==> src/rtl/multi_clock_divider_if.sv <==
// Control and output bundle for multi_clock_divider.
// The master drives enable, sync and divisor writes; the slave returns the divided clocks and ticks.
interface multi_clock_divider_if #(
  parameter int unsigned NUM_CH = 2,
  parameter int unsigned CNT_W  = 27,
  parameter int unsigned SEL_W  = (NUM_CH > 1) ? $clog2(NUM_CH) : 1
);
  logic              en;
  logic              sync;
  logic              div_we;
  logic [SEL_W-1:0]  div_sel;
  logic [CNT_W-1:0]  div_val;
  logic [NUM_CH-1:0] clk_out;
  logic [NUM_CH-1:0] tick;

  modport master (
    output en, sync, div_we, div_sel, div_val,
    input  clk_out, tick
  );

  modport slave (
    input  en, sync, div_we, div_sel, div_val,
    output clk_out, tick
  );
endinterface

==> src/rtl/multi_clock_divider.sv <==
// Bank of NUM_CH programmable 50 % duty clock dividers with per-channel tick strobes.
// Define DIV_GLITCHFREE_EN to defer divisor writes to the channel's terminal count.
module multi_clock_divider #(
  parameter int unsigned NUM_CH   = 2,
  parameter int unsigned CNT_W    = 27,
  parameter int unsigned DEF_HALF = 62500000
) (
  input logic                  Clock_in,
  input logic                  Reset,
  multi_clock_divider_if.slave bus
);

  localparam logic [CNT_W-1:0] DefHalf = CNT_W'(DEF_HALF);
  localparam logic [CNT_W-1:0] One     = CNT_W'(1);
  localparam logic [CNT_W-1:0] Zero    = '0;

  logic [CNT_W-1:0]  cnt_q [NUM_CH];
  logic [CNT_W-1:0]  cnt_d [NUM_CH];
  logic [CNT_W-1:0]  act_q [NUM_CH];
  logic [CNT_W-1:0]  act_d [NUM_CH];
  logic [CNT_W-1:0]  shd_q [NUM_CH];
  logic [CNT_W-1:0]  shd_d [NUM_CH];
  logic [CNT_W-1:0]  half  [NUM_CH];
  logic [NUM_CH-1:0] term;
  logic [NUM_CH-1:0] wr;
  logic [NUM_CH-1:0] clk_q, clk_d;
  logic [NUM_CH-1:0] tick_q, tick_d;
  logic [31:0]       sel_ext;

  always_comb begin
    sel_ext = 32'(bus.div_sel);
    for (int i = 0; i < NUM_CH; i++) begin
      // Out-of-range selects never match any channel index, so they are dropped here.
      wr[i]     = bus.div_we && (sel_ext == 32'(i));
      half[i]   = (act_q[i] == Zero) ? One : act_q[i];
      term[i]   = (cnt_q[i] == half[i] - One);
      shd_d[i]  = wr[i] ? bus.div_val : shd_q[i];
      cnt_d[i]  = cnt_q[i];
      act_d[i]  = act_q[i];
      clk_d[i]  = clk_q[i];
      tick_d[i] = 1'b0;

      if (bus.sync) begin
        cnt_d[i] = Zero;
        clk_d[i] = 1'b0;
        act_d[i] = wr[i] ? bus.div_val : shd_q[i];
      end
`ifdef DIV_GLITCHFREE_EN
      else if (bus.en) begin
        if (term[i]) begin
          cnt_d[i]  = Zero;
          clk_d[i]  = ~clk_q[i];
          tick_d[i] = 1'b1;
          act_d[i]  = wr[i] ? bus.div_val : shd_q[i];
        end else begin
          cnt_d[i] = cnt_q[i] + One;
        end
      end
`else
      // Immediate reload restarts the phase without touching the output level.
      else if (wr[i]) begin
        cnt_d[i] = Zero;
        act_d[i] = bus.div_val;
      end else if (bus.en) begin
        if (term[i]) begin
          cnt_d[i]  = Zero;
          clk_d[i]  = ~clk_q[i];
          tick_d[i] = 1'b1;
        end else begin
          cnt_d[i] = cnt_q[i] + One;
        end
      end
`endif
    end
  end

  always_ff @(posedge Clock_in) begin
    if (Reset) begin
      for (int i = 0; i < NUM_CH; i++) begin
        cnt_q[i] <= Zero;
        act_q[i] <= DefHalf;
        shd_q[i] <= DefHalf;
      end
      clk_q  <= '0;
      tick_q <= '0;
    end else begin
      for (int i = 0; i < NUM_CH; i++) begin
        cnt_q[i] <= cnt_d[i];
        act_q[i] <= act_d[i];
        shd_q[i] <= shd_d[i];
      end
      clk_q  <= clk_d;
      tick_q <= tick_d;
    end
  end

  assign bus.clk_out = clk_q;
  assign bus.tick    = tick_q;

endmodule

==> src/flat_wrapper.sv <==
// flat-port wrapper written by rule: the top's interface ports become plain ports
module multi_clock_divider_flat 
#(
  parameter int unsigned NUM_CH   = 2,
  parameter int unsigned CNT_W    = 27,
  parameter int unsigned DEF_HALF = 62500000
)
  (Clock_in, Reset, bus_en, bus_sync, bus_div_we, bus_div_sel, bus_div_val, bus_clk_out, bus_tick);
  multi_clock_divider_if #(.NUM_CH(NUM_CH), .CNT_W(CNT_W)) bus_i ();
  input logic Clock_in;
  input logic Reset;
  input wire logic [$bits(bus_i.en)-1:0] bus_en;
  input wire logic [$bits(bus_i.sync)-1:0] bus_sync;
  input wire logic [$bits(bus_i.div_we)-1:0] bus_div_we;
  input wire logic [$bits(bus_i.div_sel)-1:0] bus_div_sel;
  input wire logic [$bits(bus_i.div_val)-1:0] bus_div_val;
  output wire logic [$bits(bus_i.clk_out)-1:0] bus_clk_out;
  output wire logic [$bits(bus_i.tick)-1:0] bus_tick;
  assign bus_i.en = bus_en;
  assign bus_i.sync = bus_sync;
  assign bus_i.div_we = bus_div_we;
  assign bus_i.div_sel = bus_div_sel;
  assign bus_i.div_val = bus_div_val;
  assign bus_clk_out = bus_i.clk_out;
  assign bus_tick = bus_i.tick;
  multi_clock_divider #(.NUM_CH(NUM_CH), .CNT_W(CNT_W), .DEF_HALF(DEF_HALF)) u_core (.Clock_in(Clock_in), .Reset(Reset), .bus(bus_i));
endmodule
==> config.mk <==
export PLATFORM = sky130hd
export DESIGN_NAME = multi_clock_divider_flat
export DESIGN_NICKNAME = d
export VERILOG_FILES = /design/src/rtl/multi_clock_divider_if.sv /design/src/rtl/multi_clock_divider.sv /design/src/flat_wrapper.sv
export SDC_FILE = /design/constraint.sdc
export NUM_CORES = 1
export LEC_CHECK = 0
export ABC_CLOCK_PERIOD_IN_PS = 3900
export BUFFER_PORTS_ARGS = -buffer_cell sky130_fd_sc_hd__buf_2
export CAP_MARGIN = 20
export CORE_MARGIN = 2
export CORE_UTILIZATION = 50
export CTS_CLUSTER_DIAMETER = 60
export DETAILED_ROUTE_END_ITERATION = 8
export HOLD_SLACK_MARGIN = 0.15
export PLACE_DENSITY = 0.76
export SLEW_MARGIN = 20
export SYNTH_ARGS = -nofsm -noshare
export SYNTH_HDL_FRONTEND = slang
export SYNTH_SLANG_ARGS = --single-unit
==> constraint.sdc <==
create_clock -name Clock_in -period 3.9 [get_ports Clock_in]
set_input_delay 0.78 -clock Clock_in [delete_from_list [all_inputs] [get_ports Clock_in]]
set_output_delay 0.78 -clock Clock_in [all_outputs]
set_load 0.02 [all_outputs]
---- Word-level counts from Yosys, hierarchy flattened ----
Memories as Yosys holds them, arrays and structs flattened.
Cells that the tools add are included.
operators by class
  equality and inequality tests ........... 2
  add/subtract/negate cells ............... 4
  mux-type cells .......................... 27
  bitwise operators ....................... 12
  reduce and logical (&&, ||, !) cells .... 9
operators by type and width
  kind                   number
  $mux 27                22
  $add 27x1->27 const B  2
  $eq 27x27->1           2
  $logic_not 27->1       2
  $sub 27x1->27 const B  2
  $reduce_or 4->1        2
  $not 1->1              6
  $or 1x1->1             6
  $reduce_and 3->1       2
  $mux 1                 5
  $logic_and 1x1->1      2
  $reduce_or 2->1        1
word-level totals
  bits of input ports ..................... 33
  output and inout bits ................... 4
  word-level logic and storage cells ...... 61
  memories ................................ 3
  register bits ........................... 4
  RAM bits ................................ 162
memory list
  name          depth  bits a word  read ports  clocked after Yosys merged registers in  write ports  line                       RTL
  u_core.act_q  2      27           2           0                                        2            multi_clock_divider.sv:19  logic [CNT_W-1:0] act_q [NUM_CH];
  u_core.cnt_q  2      27           2           0                                        2            multi_clock_divider.sv:17  logic [CNT_W-1:0] cnt_q [NUM_CH];
  u_core.shd_q  2      27           2           0                                        2            multi_clock_divider.sv:21  logic [CNT_W-1:0] shd_q [NUM_CH];

---- Logic depth before layout (Yosys ltp) ----
An unclocked memory read counts as a cell.
  depth in word-level cells ............... 10
  gate-level depth with buffers ........... 17
  mapped depth without buffers ............ 13

---- Worst setup path after synthesis ----
No wires, ideal clock.
  path type ............................... register to register
  from .................................... memory u_core.act_q[0][11]
  to ...................................... memory u_core.cnt_q[0][24]
  period minus slack after synthesis ...... 3.925 ns
  arrival time ............................ 3.812 ns
  library setup time ...................... 0.113 ns
  stages on the path, launching flop included .. 17
  setup slack ............................. -0.025 ns
  path buffers ............................ 4
  data required time ...................... 3.787 ns
  path through ............................ dfxtp_1 -> or4_1 -> buf_2 -> nor4_1 -> a31oi_1 -> ha_1 -> or4b_1 -> clkbuf_1 -> or3_1 -> clkbuf_1 -> or4_1 -> a221oi_1 -> nand4_1 -> nor3_2 -> a41oi_4 -> buf_6 -> and2_4
RTL lines
  item         line
  from (decl)  multi_clock_divider.sv:19
  to (decl)    multi_clock_divider.sv:17

==> summary.log <==
qor: global_routing.antenna_found_initial 0
qor: hold_path.hold_class register to register
qor: clock_network.tritoncts.num_buffers 17
qor: clock_network.clock_tree.root_cell sky130_fd_sc_hd__clkbuf_16
qor: setup_path.critical_path_class register to register
qor: floorplan.die_ar 17600 um^2
qor: cells_and_area.area.growth.synth_to_final 18.3%
qor: global_routing.global_route.overflow_total 0
qor: timing.worst_hold_slack 457 ps
qor: synthesis.yosysUniqueCellTypes 60
qor: global_routing.gr-usage-all-layers 23.8%
qor: route.route.final.wire_length 21100 um
qor: power.peakVddDrop 335 uV
qor: outcome.status finished clean
qor: placed_design.place.gp.congestion 0.947
qor: setup_path.worst-endpoint-required 4230 ps
qor: clock_network.clock_slew_seen_by_the_registers_of_the_worst_setup_and_hold_paths 70 ps
qor: setup_path.critPathLaunch u_core.act_q[0][10]
qor: power.share_clk_of_total_power 41.9%
qor: setup_path.cp_max_fo 8
qor: setup_path.worstPathArrival 4170 ps
qor: route.remaining_drc_errors 0
qor: synthesis.synthDominantCellAreaShare 40.2%
qor: floorplan.core-area 16400 um^2
qor: placed_design.detailed_place_hpwl 14900 um
qor: clock_network.cts.sink_count 166
qor: floorplan.die-height 133 um
qor: synthesis.synthFlopType sky130_fd_sc_hd__dfxtp_1
qor: route.drtIter0Drc 487
qor: route.wire_per_inst 16.6 um
qor: timing.final_max_tran_viols 0
qor: synthesis.syn_avg_cell_area 8.60 um^2
qor: global_routing.vias_in_the_first_global_route 6892
qor: placed_design.portBuffers 36
qor: route.viasPerCell 5.67
qor: timing.slew_headroom 33.0%
qor: floorplan.die_x 133 um
qor: power.sequential_fraction_of_design_power 45.6%
qor: power.leakagePower 3.79 nW
qor: power.cell_int_power 2.93 mW
qor: cells_and_area.drive_above_1_share 18.5%
qor: power.net_switching_power_of_the_design 1.07 mW
qor: synthesis.synthCells 962
qor: hold_path.whs_path_depth 2
qor: setup_path.startpoint_type register
qor: synthesis.synth_warnings 0
qor: setup_path.crit_path_end u_core.cnt_q[0][14]
qor: synthesis.post_synth_edffs 0
qor: cells_and_area.num-nets-final 1073
qor: route.detailroute.via_count 7196
qor: setup_path.rrSetupSlack 60 ps
qor: timing.timing.final.setup_violations 0
qor: setup_path.critical_path.reg2reg.startpoint u_core.act_q[0][10]
qor: cells_and_area.fill_cells 1397
qor: floorplan.floorplan.initialDensity 50.4%
qor: power.p_per_area 409 nW/um^2
qor: global_routing.grt_max_degree 66
qor: setup_path.cp-end-kind register
qor: floorplan.io_pins 37
qor: timing.timing_hold_violations_final 0
qor: synthesis.synth_fp_nets 999
qor: route.antenna_left 0
qor: clock_network.hold_buffers 0
qor: timing.final_min_period_over_clock_period 98.4%
qor: timing.fin_tns_setup 0 ps
qor: synthesis.synth_top_cells_by_area sky130_fd_sc_hd__dfxtp_1, sky130_fd_sc_hd__xnor2_1, sky130_fd_sc_hd__nand2_1
qor: synthesis.yosysTopAreaCell sky130_fd_sc_hd__dfxtp_1
qor: cells_and_area.insertedDiodeCount 0
qor: floorplan.num_rows 47
qor: clock_network.cts_max_path_buffers 2
qor: clock_network.cts_tree yes
qor: timing.timing.clock.skew 7.11 ps
qor: clock_network.clock_latency 430 ps
qor: synthesis.asyncSetResetFlopFracSynth 0%
qor: timing.worst_margin_slew 1000 ps
qor: route.drtPass1Iterations 6
qor: timing.finalWorstPathRequiredPeriod 3840 ps
qor: global_routing.grt_pass1_wl 33700 um
qor: power.p_comb_share 12.6%
qor: setup_path.reg2reg_depth 13
qor: synthesis.register_bit_total_from_synthesis 166
qor: setup_path.critical_path.reg2reg.endpoint u_core.cnt_q[0][14]
qor: flow_run.cap_violations 0
qor: cells_and_area.fin_cells 1269
qor: power.power_switching_share 26.8%
qor: synthesis.seq_area_frac_synth 40.2%
qor: placed_design.placedCellCount 1230
qor: timing.clock.fmax 0.261 GHz
qor: clock_network.maximum_level_of_the_cts_h_tree 4
qor: synthesis.mappedNetlistArea 8280 um^2
power groups by stage:
stage,clock network (mW),logic (mW),registers [mW]
after CTS,1.69,0.481,1.82
after global routing,1.78,0.551,1.83
final,1.68,0.503,1.83
after detailed placement,0,0.474,1.86
after floorplan,0,0.296,1.87
after global placement,0,0.469,1.86
metrics by stage:
stage               setup WS [ps]  utilization [%]  cell area (um^2)  power (mW)
floorplan                    24.2                -              8280        2.16
global placement             49.6             54.8              8980        2.33
detailed placement          -82.5             54.8              8980        2.33
CTS                         -6.37             58.6              9610        4.00
global route                -60.8             59.7              9790        4.16
finish                       61.9             59.7              9790        4.00
worst min path at each step:
stage | startpoint | endpoint | slack (ps)
after floorplan | u_core.shd_q[0][27] | u_core.shd_q[0][27] | 430
after global placement | u_core.shd_q[0][33] | u_core.shd_q[0][33] | 440
after detailed placement | u_core.shd_q[0][27] | u_core.shd_q[0][27] | 450
after CTS | u_core.shd_q[0][27] | u_core.shd_q[0][27] | 460
after global routing | u_core.shd_q[0][31] | u_core.shd_q[0][31] | 480
final | u_core.shd_q[0][27] | u_core.shd_q[0][27] | 460
synth_stat cells, types with 3 or more instances:
library cell,n
sky130_fd_sc_hd__nand3_1,17
sky130_fd_sc_hd__xor2_1,43
sky130_fd_sc_hd__nand2b_1,9
sky130_fd_sc_hd__o21ai_0,10
sky130_fd_sc_hd__a211oi_1,4
sky130_fd_sc_hd__o211ai_1,3
sky130_fd_sc_hd__a41oi_1,3
sky130_fd_sc_hd__nand3b_1,29
sky130_fd_sc_hd__mux2i_1,7
sky130_fd_sc_hd__or2_2,8
sky130_fd_sc_hd__and3_1,17
sky130_fd_sc_hd__a22o_1,25
sky130_fd_sc_hd__nand4b_1,3
sky130_fd_sc_hd__o21a_1,3
sky130_fd_sc_hd__or3_1,15
sky130_fd_sc_hd__nor3b_1,3
sky130_fd_sc_hd__and2_1,9
sky130_fd_sc_hd__nor2_1,49
sky130_fd_sc_hd__ha_1,4
sky130_fd_sc_hd__dfxtp_1,166
sky130_fd_sc_hd__o31ai_1,6
sky130_fd_sc_hd__nor3_1,48
sky130_fd_sc_hd__and4_1,3
sky130_fd_sc_hd__a31oi_1,7
sky130_fd_sc_hd__or4_4,3
sky130_fd_sc_hd__mux2_2,7
sky130_fd_sc_hd__and2_4,20
sky130_fd_sc_hd__nand4_1,17
sky130_fd_sc_hd__a2111oi_0,3
sky130_fd_sc_hd__clkbuf_1,40
sky130_fd_sc_hd__buf_6,4
sky130_fd_sc_hd__nor4b_1,3
sky130_fd_sc_hd__xnor2_1,73
sky130_fd_sc_hd__nor4_1,18
sky130_fd_sc_hd__a21oi_1,51
sky130_fd_sc_hd__nor2b_1,3
sky130_fd_sc_hd__o22a_1,20
sky130_fd_sc_hd__nand2_1,161
sky130_fd_sc_hd__inv_1,9
sky130_fd_sc_hd__or4_1,10
registers in the layout, summed over array words and instances, names as in the netlist:
register            count
u_core.act_q           54
u_core.shd_q           54
u_core.bus.clk_out      2
u_core.bus.tick         2
u_core.cnt_q           54
final cells by class:
cell class / count / area [um^2] / area share (%)
clock buffers: 19 / 453 / 4.63
clock inverters: 13 / 138 / 1.41
inverters: 9 / 33.8 / 0.345
multi-input cells: 742 / 4890 / 50.0
flip-flops and latches: 166 / 3320 / 34.0
well taps: 220 / 275 / 2.81
repair buffers: 100 / 673 / 6.87
worst max-delay path, stage by stage, from the launching register on:
cell                       delay, ps
sky130_fd_sc_hd__dfxtp_1         380
sky130_fd_sc_hd__or4_4           210
sky130_fd_sc_hd__nor4_4           80
sky130_fd_sc_hd__a31oi_4         220
sky130_fd_sc_hd__ha_4            170
sky130_fd_sc_hd__or4b_1          480
sky130_fd_sc_hd__or3_1           370
sky130_fd_sc_hd__or4_1           540
sky130_fd_sc_hd__a221oi_2        250
sky130_fd_sc_hd__nand4_1         190
sky130_fd_sc_hd__nor3_4          230
sky130_fd_sc_hd__buf_4           190
sky130_fd_sc_hd__a41oi_4         210
sky130_fd_sc_hd__and2_4          220
layer usage:
layer  GRT usage [%]  wire length [um]  vias to the layer above
li1                -                 -                     3566
met1            29.1              9170                     3372
met4            9.80               691                        0
met3            4.75               832                       60
met5               0                 0                        -
met2            40.9             10400                      198
placed cells by master (no fill, tap or decap), types with 8 or more instances in the layout:
cell type and n:
sky130_fd_sc_hd__nor4_1 16, sky130_fd_sc_hd__o22a_1 20, sky130_fd_sc_hd__and2_4 22, sky130_fd_sc_hd__nor2_1 49
sky130_fd_sc_hd__or4_1 10, sky130_fd_sc_hd__nor3_1 46, sky130_fd_sc_hd__nand2b_1 9, sky130_fd_sc_hd__a21oi_1 51
sky130_fd_sc_hd__or3_1 15, sky130_fd_sc_hd__o21ai_0 10, sky130_fd_sc_hd__and3_1 17, sky130_fd_sc_hd__nand3_1 17
sky130_fd_sc_hd__buf_2 36, sky130_fd_sc_hd__nand4_1 17, sky130_fd_sc_hd__nand3b_1 29, sky130_fd_sc_hd__clkbuf_16 17
sky130_fd_sc_hd__xor2_1 43, sky130_fd_sc_hd__nand2_1 161, sky130_fd_sc_hd__buf_4 63, sky130_fd_sc_hd__a22o_1 25
sky130_fd_sc_hd__dfxtp_1 165, sky130_fd_sc_hd__inv_1 9, sky130_fd_sc_hd__or2_2 8, sky130_fd_sc_hd__xnor2_1 73
kinds of logic (layout without fill, tap and decap cells):
logic type      Yosys count  in the layout  synth area share, %
mux                      14             14                 1.80
buf+inv                  57            141                 2.98
flops                   166            166                 40.2
compound gates          153            156                 13.2
simple gates            452            452                 29.0
fa+ha+maj                 4              4                0.605
xor+xnor                116            116                 12.3
timing repair:
item                                    in CTS  in global routing
endpoints found under the setup margin      26                 57
buffers inserted                             0                  4
resized for setup                            2                 20
cloned                                       1                  2
pin swaps                                    2                  9
Power figures use the tool's default switching activity.
